==> src/rtl/pparch_addsub16_pipe_if.sv <==
// Operand/result handshake bundle for the 16-bit add/sub pipeline.
// The master drives operands and consumes results; the slave is the pipeline.
interface pparch_addsub16_pipe_if;
  logic        in_valid;
  logic        in_ready;
  logic [15:0] a;
  logic [15:0] b;
  logic        op;
  logic        out_valid;
  logic        out_ready;
  logic [15:0] res;
  logic        co;
  logic        ovf;
  logic        zero;

  modport master (
    output in_valid, a, b, op, out_ready,
    input  in_ready, out_valid, res, co, ovf, zero
  );

  modport slave (
    input  in_valid, a, b, op, out_ready,
    output in_ready, out_valid, res, co, ovf, zero
  );
endinterface

==> src/rtl/pparch_addsub16_pipe.sv <==
// 16-bit add/sub on a sparse parallel-prefix carry tree, 2-cycle latency, 1 beat/cycle.
// A stalled output freezes S2; S1 still accepts while empty, so in_ready drops only when both stages are full.
module pparch_addsub16_pipe (
  input  logic                        clk,
  input  logic                        rst,
  pparch_addsub16_pipe_if.slave       bus
);

  logic        s2_en;
  logic        in_ready;
  logic        s1_valid;
  logic        s1_op;
  logic [15:0] s1_p;
  logic [8:1]  s1_ge;
  logic [7:0]  s1_g2;
  logic [7:1]  s1_p2;
  logic        out_valid;
  logic [15:0] res;
  logic        co;
  logic        ovf;
  logic        zero;

  // Carry-in sits below bit 0 as a generate, so pair k spans bits 2k and 2k-1.
  logic [15:0] bb, p, g;
  logic [7:0]  g2;
  logic [7:1]  p2;
  logic [8:1]  ge;

  always_comb begin
    bb    = bus.op ? ~bus.b : bus.b;
    p     = bus.a ^ bb;
    g     = bus.a & bb;
    g2[0] = g[0] | (p[0] & bus.op);
    for (int k = 1; k < 8; k++) begin
      g2[k] = g[2*k] | (p[2*k] & g[2*k-1]);
      p2[k] = p[2*k] & p[2*k-1];
    end
    for (int m = 1; m < 9; m++) begin
      ge[m] = g[2*m-1];
    end
  end

  // Odd-position tree at spans 4/8/16, then grey cells fill the even positions.
  logic [7:0]  g1, gl2, g3;
  logic [7:2]  p1;
  logic [7:4]  pl2;
  logic [16:0] c;
  logic [15:0] sum;

  always_comb begin
    g1[0] = s1_g2[0];
    for (int k = 1; k < 8; k++) g1[k] = s1_g2[k] | (s1_p2[k] & s1_g2[k-1]);
    for (int k = 2; k < 8; k++) p1[k] = s1_p2[k] & s1_p2[k-1];

    gl2[1:0] = g1[1:0];
    for (int k = 2; k < 8; k++) gl2[k] = g1[k] | (p1[k] & g1[k-2]);
    for (int k = 4; k < 8; k++) pl2[k] = p1[k] & p1[k-2];

    g3[3:0] = gl2[3:0];
    for (int k = 4; k < 8; k++) g3[k] = gl2[k] | (pl2[k] & gl2[k-4]);

    c[0] = s1_op;
    for (int k = 0; k < 8; k++) c[2*k+1] = g3[k];
    for (int m = 1; m < 9; m++) c[2*m] = s1_ge[m] | (s1_p[2*m-1] & g3[m-1]);

    sum = s1_p ^ c[15:0];
  end

  assign s2_en    = !out_valid | bus.out_ready;
  assign in_ready = !s1_valid | s2_en;

  always_ff @(posedge clk or posedge rst) begin
    if (rst) begin
      s1_valid <= 1'b0;
      s1_op    <= 1'b0;
      s1_p     <= '0;
      s1_ge    <= '0;
      s1_g2    <= '0;
      s1_p2    <= '0;
    end else if (in_ready) begin
      s1_valid <= bus.in_valid;
      if (bus.in_valid) begin
        s1_op <= bus.op;
        s1_p  <= p;
        s1_ge <= ge;
        s1_g2 <= g2;
        s1_p2 <= p2;
      end
    end
  end

  always_ff @(posedge clk or posedge rst) begin
    if (rst) begin
      out_valid <= 1'b0;
      res       <= '0;
      co        <= 1'b0;
      ovf       <= 1'b0;
      zero      <= 1'b0;
    end else if (s2_en) begin
      out_valid <= s1_valid;
      if (s1_valid) begin
        res  <= sum;
        co   <= c[16] ^ s1_op;
        ovf  <= c[15] ^ c[16];
        zero <= (sum == 16'h0000);
      end
    end
  end

  assign bus.in_ready  = in_ready;
  assign bus.out_valid = out_valid;
  assign bus.res       = res;
  assign bus.co        = co;
  assign bus.ovf       = ovf;
  assign bus.zero      = zero;

endmodule

==> src/flat_wrapper.sv <==
// flat-port wrapper written by rule: the top's interface ports become plain ports
module pparch_addsub16_pipe_flat 
  (clk, rst, bus_in_valid, bus_a, bus_b, bus_op, bus_out_ready, bus_in_ready, bus_out_valid, bus_res, bus_co, bus_ovf, bus_zero);
  pparch_addsub16_pipe_if bus_i ();
  input  logic clk;
  input  logic rst;
  input wire logic [$bits(bus_i.in_valid)-1:0] bus_in_valid;
  input wire logic [$bits(bus_i.a)-1:0] bus_a;
  input wire logic [$bits(bus_i.b)-1:0] bus_b;
  input wire logic [$bits(bus_i.op)-1:0] bus_op;
  input wire logic [$bits(bus_i.out_ready)-1:0] bus_out_ready;
  output wire logic [$bits(bus_i.in_ready)-1:0] bus_in_ready;
  output wire logic [$bits(bus_i.out_valid)-1:0] bus_out_valid;
  output wire logic [$bits(bus_i.res)-1:0] bus_res;
  output wire logic [$bits(bus_i.co)-1:0] bus_co;
  output wire logic [$bits(bus_i.ovf)-1:0] bus_ovf;
  output wire logic [$bits(bus_i.zero)-1:0] bus_zero;
  assign bus_i.in_valid = bus_in_valid;
  assign bus_i.a = bus_a;
  assign bus_i.b = bus_b;
  assign bus_i.op = bus_op;
  assign bus_i.out_ready = bus_out_ready;
  assign bus_in_ready = bus_i.in_ready;
  assign bus_out_valid = bus_i.out_valid;
  assign bus_res = bus_i.res;
  assign bus_co = bus_i.co;
  assign bus_ovf = bus_i.ovf;
  assign bus_zero = bus_i.zero;
  pparch_addsub16_pipe u_core (.clk(clk), .rst(rst), .bus(bus_i));
endmodule
==> config.mk <==
export PLATFORM = sky130hd
export DESIGN_NAME = pparch_addsub16_pipe_flat
export DESIGN_NICKNAME = d
export VERILOG_FILES = /design/src/rtl/pparch_addsub16_pipe_if.sv /design/src/rtl/pparch_addsub16_pipe.sv /design/src/flat_wrapper.sv
export SDC_FILE = /design/constraint.sdc
export NUM_CORES = 1
export LEC_CHECK = 0
export BUFFER_PORTS_ARGS = -buffer_cell sky130_fd_sc_hd__buf_2
export CAP_MARGIN = 20
export CORE_UTILIZATION = 61
export CTS_BUF_LIST = sky130_fd_sc_hd__clkbuf_4 sky130_fd_sc_hd__clkbuf_8
export DETAILED_ROUTE_END_ITERATION = 10
export PLACE_DENSITY_LB_ADDON = 0.12
export SLEW_MARGIN = 5
export SYNTH_ARGS = -nofsm -noshare
export SYNTH_HDL_FRONTEND = slang
export SYNTH_SLANG_ARGS = --single-unit
export TNS_END_PERCENT = 10
==> constraint.sdc <==
create_clock -name clk -period 4 [get_ports clk]
set_input_delay 0.8 -clock clk [delete_from_list [all_inputs] [get_ports clk]]
set_output_delay 0.8 -clock clk [all_outputs]
set_load 0.01 [all_outputs]
==> results of run 1 <==
==> critical path: stages (launching register included) <==
cell	delay (ps)
dfrtp_1	400
a21o_1	220
a31o_1	260
a21o_1	220
a21o_1	200
a21o_1	180
ha_1	300
nor4_1	230
nand3_1	120
o31ai_1	230
==> state kept, by name (all words and copies together) (netlist names) <==
register	count
u_core.bus.co	1
u_core.bus.out_valid	1
u_core.bus.ovf	1
u_core.bus.res	16
u_core.bus.zero	1
u_core.s1_g2	8
u_core.s1_ge	8
u_core.s1_op	1
u_core.s1_p	16
u_core.s1_p2	7
u_core.s1_valid	1
==> cells in the final DEF (no fill, tap or decap), drive strengths merged <==
cell type  instances
ha                23
a21o               6
nand2             36
mux2              32
inv                1
o31ai              1
xnor2              1
and3               1
nor4               2
a31o               2
nand3              2
buf               60
a21oi             10
nand3b             1
nor2              10
mux2i              1
clkbuf            12
nand2b             3
dfrtp             61
clkinv             2
xor2              26
nand4              1
o21ai             26
==> synthesized netlist by cell type <==
master and instances:
buf_2 7, nand4_1 1, xnor2_1 1, a21oi_1 10, o21ai_1 16, o31ai_1 1
a31o_1 1, buf_4 1, mux2_2 7, dfrtp_1 61, nor2_1 10, o21ai_0 10
and3_1 1, a21o_1 6, ha_1 23, nor4_1 2, nand2b_1 3, nand3b_1 1
mux2_1 25, nand3_1 2, xor2_1 26, nand2_1 36, a31o_2 1, clkbuf_1 2
mux2i_1 1, inv_1 1
==> layout make-up <==
type / instances / area (µm²) / area share
inverter: 1 / 3.75 / 0.00108
tap: 52 / 65.1 / 0.0188
clock buffer: 12 / 159 / 0.0458
timing repair buffer: 60 / 320 / 0.0924
sequential: 61 / 1530 / 0.440
multi-input combinational: 184 / 1380 / 0.399
clock inverter: 2 / 10.0 / 0.00289
==> worst max path at each step <==
stage	startpoint	to
final	u_core.s1_g2[0]	u_core.bus.zero
after global routing	u_core.s1_g2[0]	u_core.bus.zero
after CTS	u_core.s1_g2[0]	u_core.bus.zero
after detailed placement	u_core.s1_g2[0]	u_core.bus.zero
after global placement	u_core.s1_g2[0]	u_core.bus.zero
after floorplan	rst	u_core.bus.co
==> layer usage <==
metal | vias up | GRT usage | wire length (µm)
met5 | - | 0 | 0
met4 | 0 | 0.0719 | 71
li1 | 1008 | - | -
met2 | 49 | 0.403 | 2730
met1 | 1038 | 0.348 | 2730
met3 | 8 | 0.0788 | 222
==> logic make-up after synthesis <==
group                      Yosys count  share of synthesized area
AOI/OAI and AO/OA                   45                     0.0846
xor gates and xnor gates            27                     0.0799
adders and majority gates           23                     0.0973
buffers and inverters               11                     0.0182
DFF                                 61                      0.516
muxes                               33                      0.125
and+or+nand+nor                     56                     0.0791
==> per-stage QoR <==
stage	setup WS (ps)	hold WS, ps
after floorplan	1690	451
after global routing	1380	505
after global placement	1620	458
after detailed placement	1570	465
final	1550	475
after CTS	1550	479
==> where the power goes <==
group,internal (mW),total (mW),switching [mW]
clock,0.256,0.481,0.224
combinational,0.254,0.545,0.291
sequential,0.782,0.886,0.104
total,1.29,1.91,0.620
==> results.cfg, run 1 <==
[clocking]
htree_num_levels = 3
hold_buffers = 0
postCtsResizedCells = 0
cts_setup_buffers = 0
clk_path_buf_depth = 2
clk_pin_slew_worst_paths_ps = 60
cts_tree = yes
cts-root-buf = clkbuf_8
clk-insertion-delay-late_ps = 340
clock-sinks = 61
cts_buffers = 9

[global_route]
grt_start_max_net_pins = 50
overflow = 0
grt_pass1_wl_um = 9720
grt_pass1_vias = 2045
grt.total_usage = 0.256
antenna_found_initial = 0

[sta]
final_max_slew_viol_count = 0
tightest_slew_ps = 879
final.setup.tns_ps = 0
min_period_over_period = 0.613
finalClockSkew_ps = 6.19
max_freq_mhz = 408
grt_setup_unrepaired = false
fin_crit_ps = 2450
finalSetupViolCount = 0
slew_headroom = 0.413
hold_viol_final = 0

[run]
drv_cap = 0

[route]
avgRoutedWirePerCell_um = 15.5
vias = 2103
antenna_left = 0
drtIter0Drc = 140
vias_per_cell = 5.65
firstDrtPassIters = 4
wirelength_um = 5750
drc = 0

[setup_path]
r2r_slack_ps = 1550
critical_path.max_fanout = 3
worst_ep_required_time_ps = 4250
timing.rr.end = u_core.bus.zero
critPathLaunchType = flop
r2r_cells = 9
arrival_ps = 2700
r2r-start = u_core.s1_g2[0]
criticalPathCategory = reg2reg
cp-end-kind = flop

[layout]
diodes = 0
final_cells = 372
fillCellCount = 329
drive_gt1_frac = 0.263
final_area_um2 = 3470
utilization = 0.769
synthToLayoutAreaGrowth_pct = 17.1
final_nets = 377

[floorplan]
die-width_um = 71.7
core.rowCount = 24
die_y_um = 71.7
dieArea_um2 = 5130
core_um2 = 4500
start_util = 0.657
ios = 58

[synthesis]
yosys.area.top_type = dfrtp_1
yosysSeqAreaShare = 0.516
synth_top_area_share = 0.516
netlist_area_um2 = 2960
syn_nets = 316
synth_cell_type_count = 26
syn_inst = 256
syn_avg_cell_area_um2 = 11.6
synth_seq_cells = 61
netlist_top_cells_area = dfrtp_1, ha_1, mux2_1
ys_warn_count = 0

[placed_design]
dp_hpwl_um = 4190
routabilityCongestion = 0.838
dp_cells = 357
io_buffers = 57
post_dp_cell_area_um2 = 3280

[status]
status = completed

[pwr]
total_power_mw = 1.91
p_leak_nw = 1.74
vdd_ir_drop_max_v = 0.000302
power_density_nw_per_um2 = 552

[min_path]
holdCritPathClass = in2async
Note: power is estimated with default switching activity, not from simulation.
==> inputs of run 2 (changes only) <==
Settings changed: CORE_UTILIZATION 61 to 57.
Clock period 4 ns to 2.4 ns, I/O delays scaled along.
==> results.cfg, run 2 (same netlist as run 1, synthesis figures left out) <==
[clocking]
cts-root-buf = clkbuf_8
cts_buffers = 9
clk_pin_slew_worst_paths_ps = 70
clk_path_buf_depth = 2
hold_buffers = 0
clk-insertion-delay-late_ps = 340
htree_num_levels = 3
clock-sinks = 61
cts_tree = yes

[setup_path]
cp_slowest_cell = dfrtp_1
critPathMaxStageDelay_ps = 390
worst-path-buf-inv = 0
critical_path.max_fanout = 3
r2r_slack_ps = 110
cp-endpoint = u_core.bus.zero
criticalPathCategory = reg2reg
cp_cell_sequence = a21o_1, a31o_1, a21o_1, a21o_1, a21o_1, ha_4, nor4_4, nand3_1, o31ai_2
startpoint = u_core.s1_g2[2]
arrival_ps = 2540
cp-end-kind = flop
worst_ep_required_time_ps = 2650
r2r_cells = 9
critPathLaunchType = flop
timing.rr.end = u_core.bus.zero
r2r-start = u_core.s1_g2[2]
cpMostUsedCell = a21o_1
cp_top_family = compound AO/OA/AOI/OAI gates
cp.depth = 9

[pwr]
p_leak_nw = 1.79
total_power_mw = 3.50
swShare = 0.310
vdd_ir_drop_max_v = 0.000571
p_int_mw = 2.41
power_density_nw_per_um2 = 967
pwr-share-seq = 0.422
p_sw_mw = 1.09
power_frac_clock = 0.298
p_comb_frac = 0.280

[layout]
fillCellCount = 319
diodes = 0
layout_commonest_cell = dfrtp_1
reg_top3 = u_core.bus.res: 16 flops, u_core.s1_p: 16 flops
multi_input_area_um2 = 1420
drive_gt1_frac = 0.291
synthToLayoutAreaGrowth_pct = 22.2
regArea_um2 = 1530
utilization = 0.746
layout_common_cells = dfrtp_1, buf_2, nand2_1
final_nets = 382

[floorplan]
core_um2 = 4850
start_util = 0.610
die_y_um = 74.1
core.rowCount = 25
dieArea_um2 = 5480
die-width_um = 74.1
ios = 58

[global_route]
overflow = 0
antenna_found_initial = 0
grt_pass1_vias = 2026
grt.total_usage = 0.249
grt_start_max_net_pins = 39
grt_pass1_wl_um = 9670

[route]
avgRoutedWirePerCell_um = 15.2
drtIter0Drc = 111
vias = 2088
vias_per_cell = 5.30
firstDrtPassIters = 4
wirelength_um = 6010
drc = 0
antenna_left = 0

[sta]
tightest_slew_ps = 562
hold_viol_final = 0
setup_ws_ps = 106
max_freq_mhz = 436
min_period_over_period = 0.956
fin_crit_ps = 2290
finalClockSkew_ps = 4.60
slew_headroom = 0.625
finalSetupViolCount = 0
final_max_slew_viol_count = 0

[placed_design]
io_buffers = 57
dp_slack_ps = -74.4
routabilityCongestion = 0.770
dp_hpwl_um = 4460

[status]
status = completed

[run]
drv_cap = 0

[min_path]
holdCritPathClass = in2async
## run 2: worst min path at each step
stage,startpoint,end,slack (ps),cells past startpoint
6_report,rst,u_core.bus.co,150,2
2_1_floorplan,u_core.s1_p2[1],u_core.s1_p2[1],450,2
5_1_grt,rst,u_core.bus.co,180,2
3_3_place_gp,u_core.bus.res[6],u_core.bus.res[6],460,2
3_5_place_dp,u_core.bus.res[10],u_core.bus.res[10],470,2
4_1_cts,rst,u_core.s1_valid,160,2
## run 2: routing by layer
layer / up-vias / GRT usage / share of wire
li1: 1020 / - / -
met3: 7 / 0.0881 / 0.044
met4: 0 / 0.0897 / 0.012
met5: - / 0 / 0
met1: 1000 / 0.331 / 0.48
met2: 61 / 0.378 / 0.46
## run 2: metrics by stage
step	hold WS [ps]	cells	instance area [µm²]	setup TNS, ps
2_1_floorplan	451	256	2960	0
3_3_place_gp	458	377	3350	0
3_5_place_dp	466	377	3350	-74.4
4_1_cts	159	393	3580	0
5_1_grt	178	394	3620	-19.5
6_report	147	394	3620	0
## run 2: area by class of cell
cell class / instances / share of cell area
Clock inverter: 4 / 0.0194
Timing Repair Buffer: 65 / 0.0989
Multi-Input combinational cell: 184 / 0.392
Clock buffer: 12 / 0.0439
Inverter: 1 / 0.00104
Sequential cell: 61 / 0.422
Tap cell: 67 / 0.0232
## run 2: power groups by stage
stage / combinational [mW] / sequential, mW / clock, mW
floorplan: 0.516 / 1.52 / 0
CTS: 0.946 / 1.47 / 1.05
finish: 0.978 / 1.48 / 1.04
global placement: 0.903 / 1.48 / 0
global route: 1.10 / 1.51 / 1.11
detailed placement: 0.928 / 1.49 / 0
## run 2: timing repair
item | 4_1_cts | 5_1_grt
buffers inserted | 0 | 1
pin swaps | 2 | 8
cloned | 0 | 0
setup endpoints to repair | 1 | 1
resized for setup | 1 | 4
==> inputs of run 3 (changes only) <==
Settings changed: PLACE_DENSITY from default to 0.89, PLACE_DENSITY_LB_ADDON 0.12 to default.
==> results.cfg, run 3 (same netlist as run 1, synthesis figures left out) <==
[min_path]
holdCritPathClass = in2async

[run]
drv_cap = 0

[sta]
tightest_slew_ps = 588
setup_ws_ps = 35.7
holdWs_ps = 195
slew_headroom = 0.607
finalSetupViolCount = 0
fin_crit_ps = 2360
max_freq_mhz = 423
final.setup.tns_ps = 0
final_max_slew_viol_count = 0
hold_viol_final = 0
finalClockSkew_ps = 7.79
min_period_over_period = 0.985

[pwr]
power_density_nw_per_um2 = 912
total_power_mw = 3.27
p_leak_nw = 1.80
vdd_ir_drop_max_v = 0.000555

[clocking]
cts-root-buf = clkbuf_8
cts_tree = yes
htree_num_levels = 3
hold_buffers = 0
clk_path_buf_depth = 2
clk_pin_slew_worst_paths_ps = 60
clock-sinks = 61
cts_buffers = 9
clk-insertion-delay-late_ps = 340

[setup_path]
cpMostUsedCell = a21o_1
critical_path.max_fanout = 2
cp_top_family = compound AO/OA/AOI/OAI gates
criticalPathCategory = reg2reg
worst_ep_required_time_ps = 2630
r2r_slack_ps = 40
cp_slowest_cell = dfrtp_1
startpoint = u_core.s1_p2[1]
timing.rr.end = u_core.bus.zero
r2r-start = u_core.s1_p2[1]
critPathLaunchType = flop
arrival_ps = 2600
cp_cell_sequence = a21o_1, a31o_1, a21o_1, a21o_1, a21o_1, ha_1, nor2_2, xor2_2, nand4_1, o31ai_1
critPathMaxStageDelay_ps = 380
cp-end-kind = flop
r2r_cells = 10
worst-path-buf-inv = 0

[placed_design]
io_buffers = 57
dp_hpwl_um = 4310
dp_cells = 377
dp_slack_ps = 1.24
routabilityCongestion = 0.799
post_dp_cell_area_um2 = 3360

[route]
antenna_left = 0
vias = 2132
drc = 0
avgRoutedWirePerCell_um = 15.2
wirelength_um = 6040
drtIter0Drc = 91
vias_per_cell = 5.36
firstDrtPassIters = 4

[layout]
diodes = 0
final_nets = 387
final_cells = 398
final_area_um2 = 3590
fillCellCount = 319
reg_top3 = u_core.bus.res: 16 flops, u_core.s1_p: 16 flops
multi_input_area_um2 = 1400
layout_commonest_cell = dfrtp_1
utilization = 0.740
drive_gt1_frac = 0.296
layout_common_cells = dfrtp_1, buf_2, nand2_1
synthToLayoutAreaGrowth_pct = 21.3
regArea_um2 = 1530

[floorplan]
dieArea_um2 = 5480
ios = 58
die-width_um = 74.1
start_util = 0.610
core_um2 = 4850
core.rowCount = 25
die_y_um = 74.1

[global_route]
grt_start_max_net_pins = 35
antenna_found_initial = 0
grt_pass1_vias = 2055
grt.total_usage = 0.238
overflow = 0
grt_pass1_wl_um = 9400

[status]
status = completed
-- run 3: cell count changes in the layout (fill, tap and decap cells not counted), sizes merged --
cell	previous run	this run
clkbuf	12	13
buf	65	70
bufinv	2	0
-- run 3: how the worst max path moves through the flow --
stage / endpoint / slack [ps] / cells after the start
3_5_place_dp: u_core.bus.zero / 1 / 9
6_report: u_core.bus.zero / 40 / 10
3_3_place_gp: u_core.bus.zero / 60 / 9
5_1_grt: u_core.bus.zero / -140 / 10
2_1_floorplan: u_core.bus.zero / 150 / 9
4_1_cts: u_core.bus.zero / 10 / 10
-- run 3: area by class of cell --
| cell class | instances | share of cell area |
|---|---|---|
| timing repair buffer | 70 | 0.114 |
| multi-input combinational | 184 | 0.389 |
| tap | 67 | 0.0234 |
| clock buffer | 13 | 0.0446 |
| sequential | 61 | 0.425 |
| clock inverter | 2 | 0.00279 |
| inverter | 1 | 0.00105 |
-- run 3: repair_timing --
| action | CTS | global route |
|---|---|---|
| buffers inserted | 2 | 4 |
| endpoints found under the hold margin | 0 | 0 |
| gates resized for setup | 1 | 2 |
| pin swaps | 3 | 7 |
| setup endpoints to repair | 1 | 2 |
-- run 3: metal layers --
metal  wire, µm  vias to the layer above  track usage
li1           -                     1027            -
met1       2710                     1037        0.304
met5          0                        -            0
met2       2940                       51        0.382
met3        194                       17       0.0569
met4        187                        0        0.120
-- run 3: where the power goes --
part           internal, mW  switching [mW]
Sequential             1.30           0.176
Combinational         0.478           0.515
Clock                 0.428           0.372
Total                  2.21            1.06
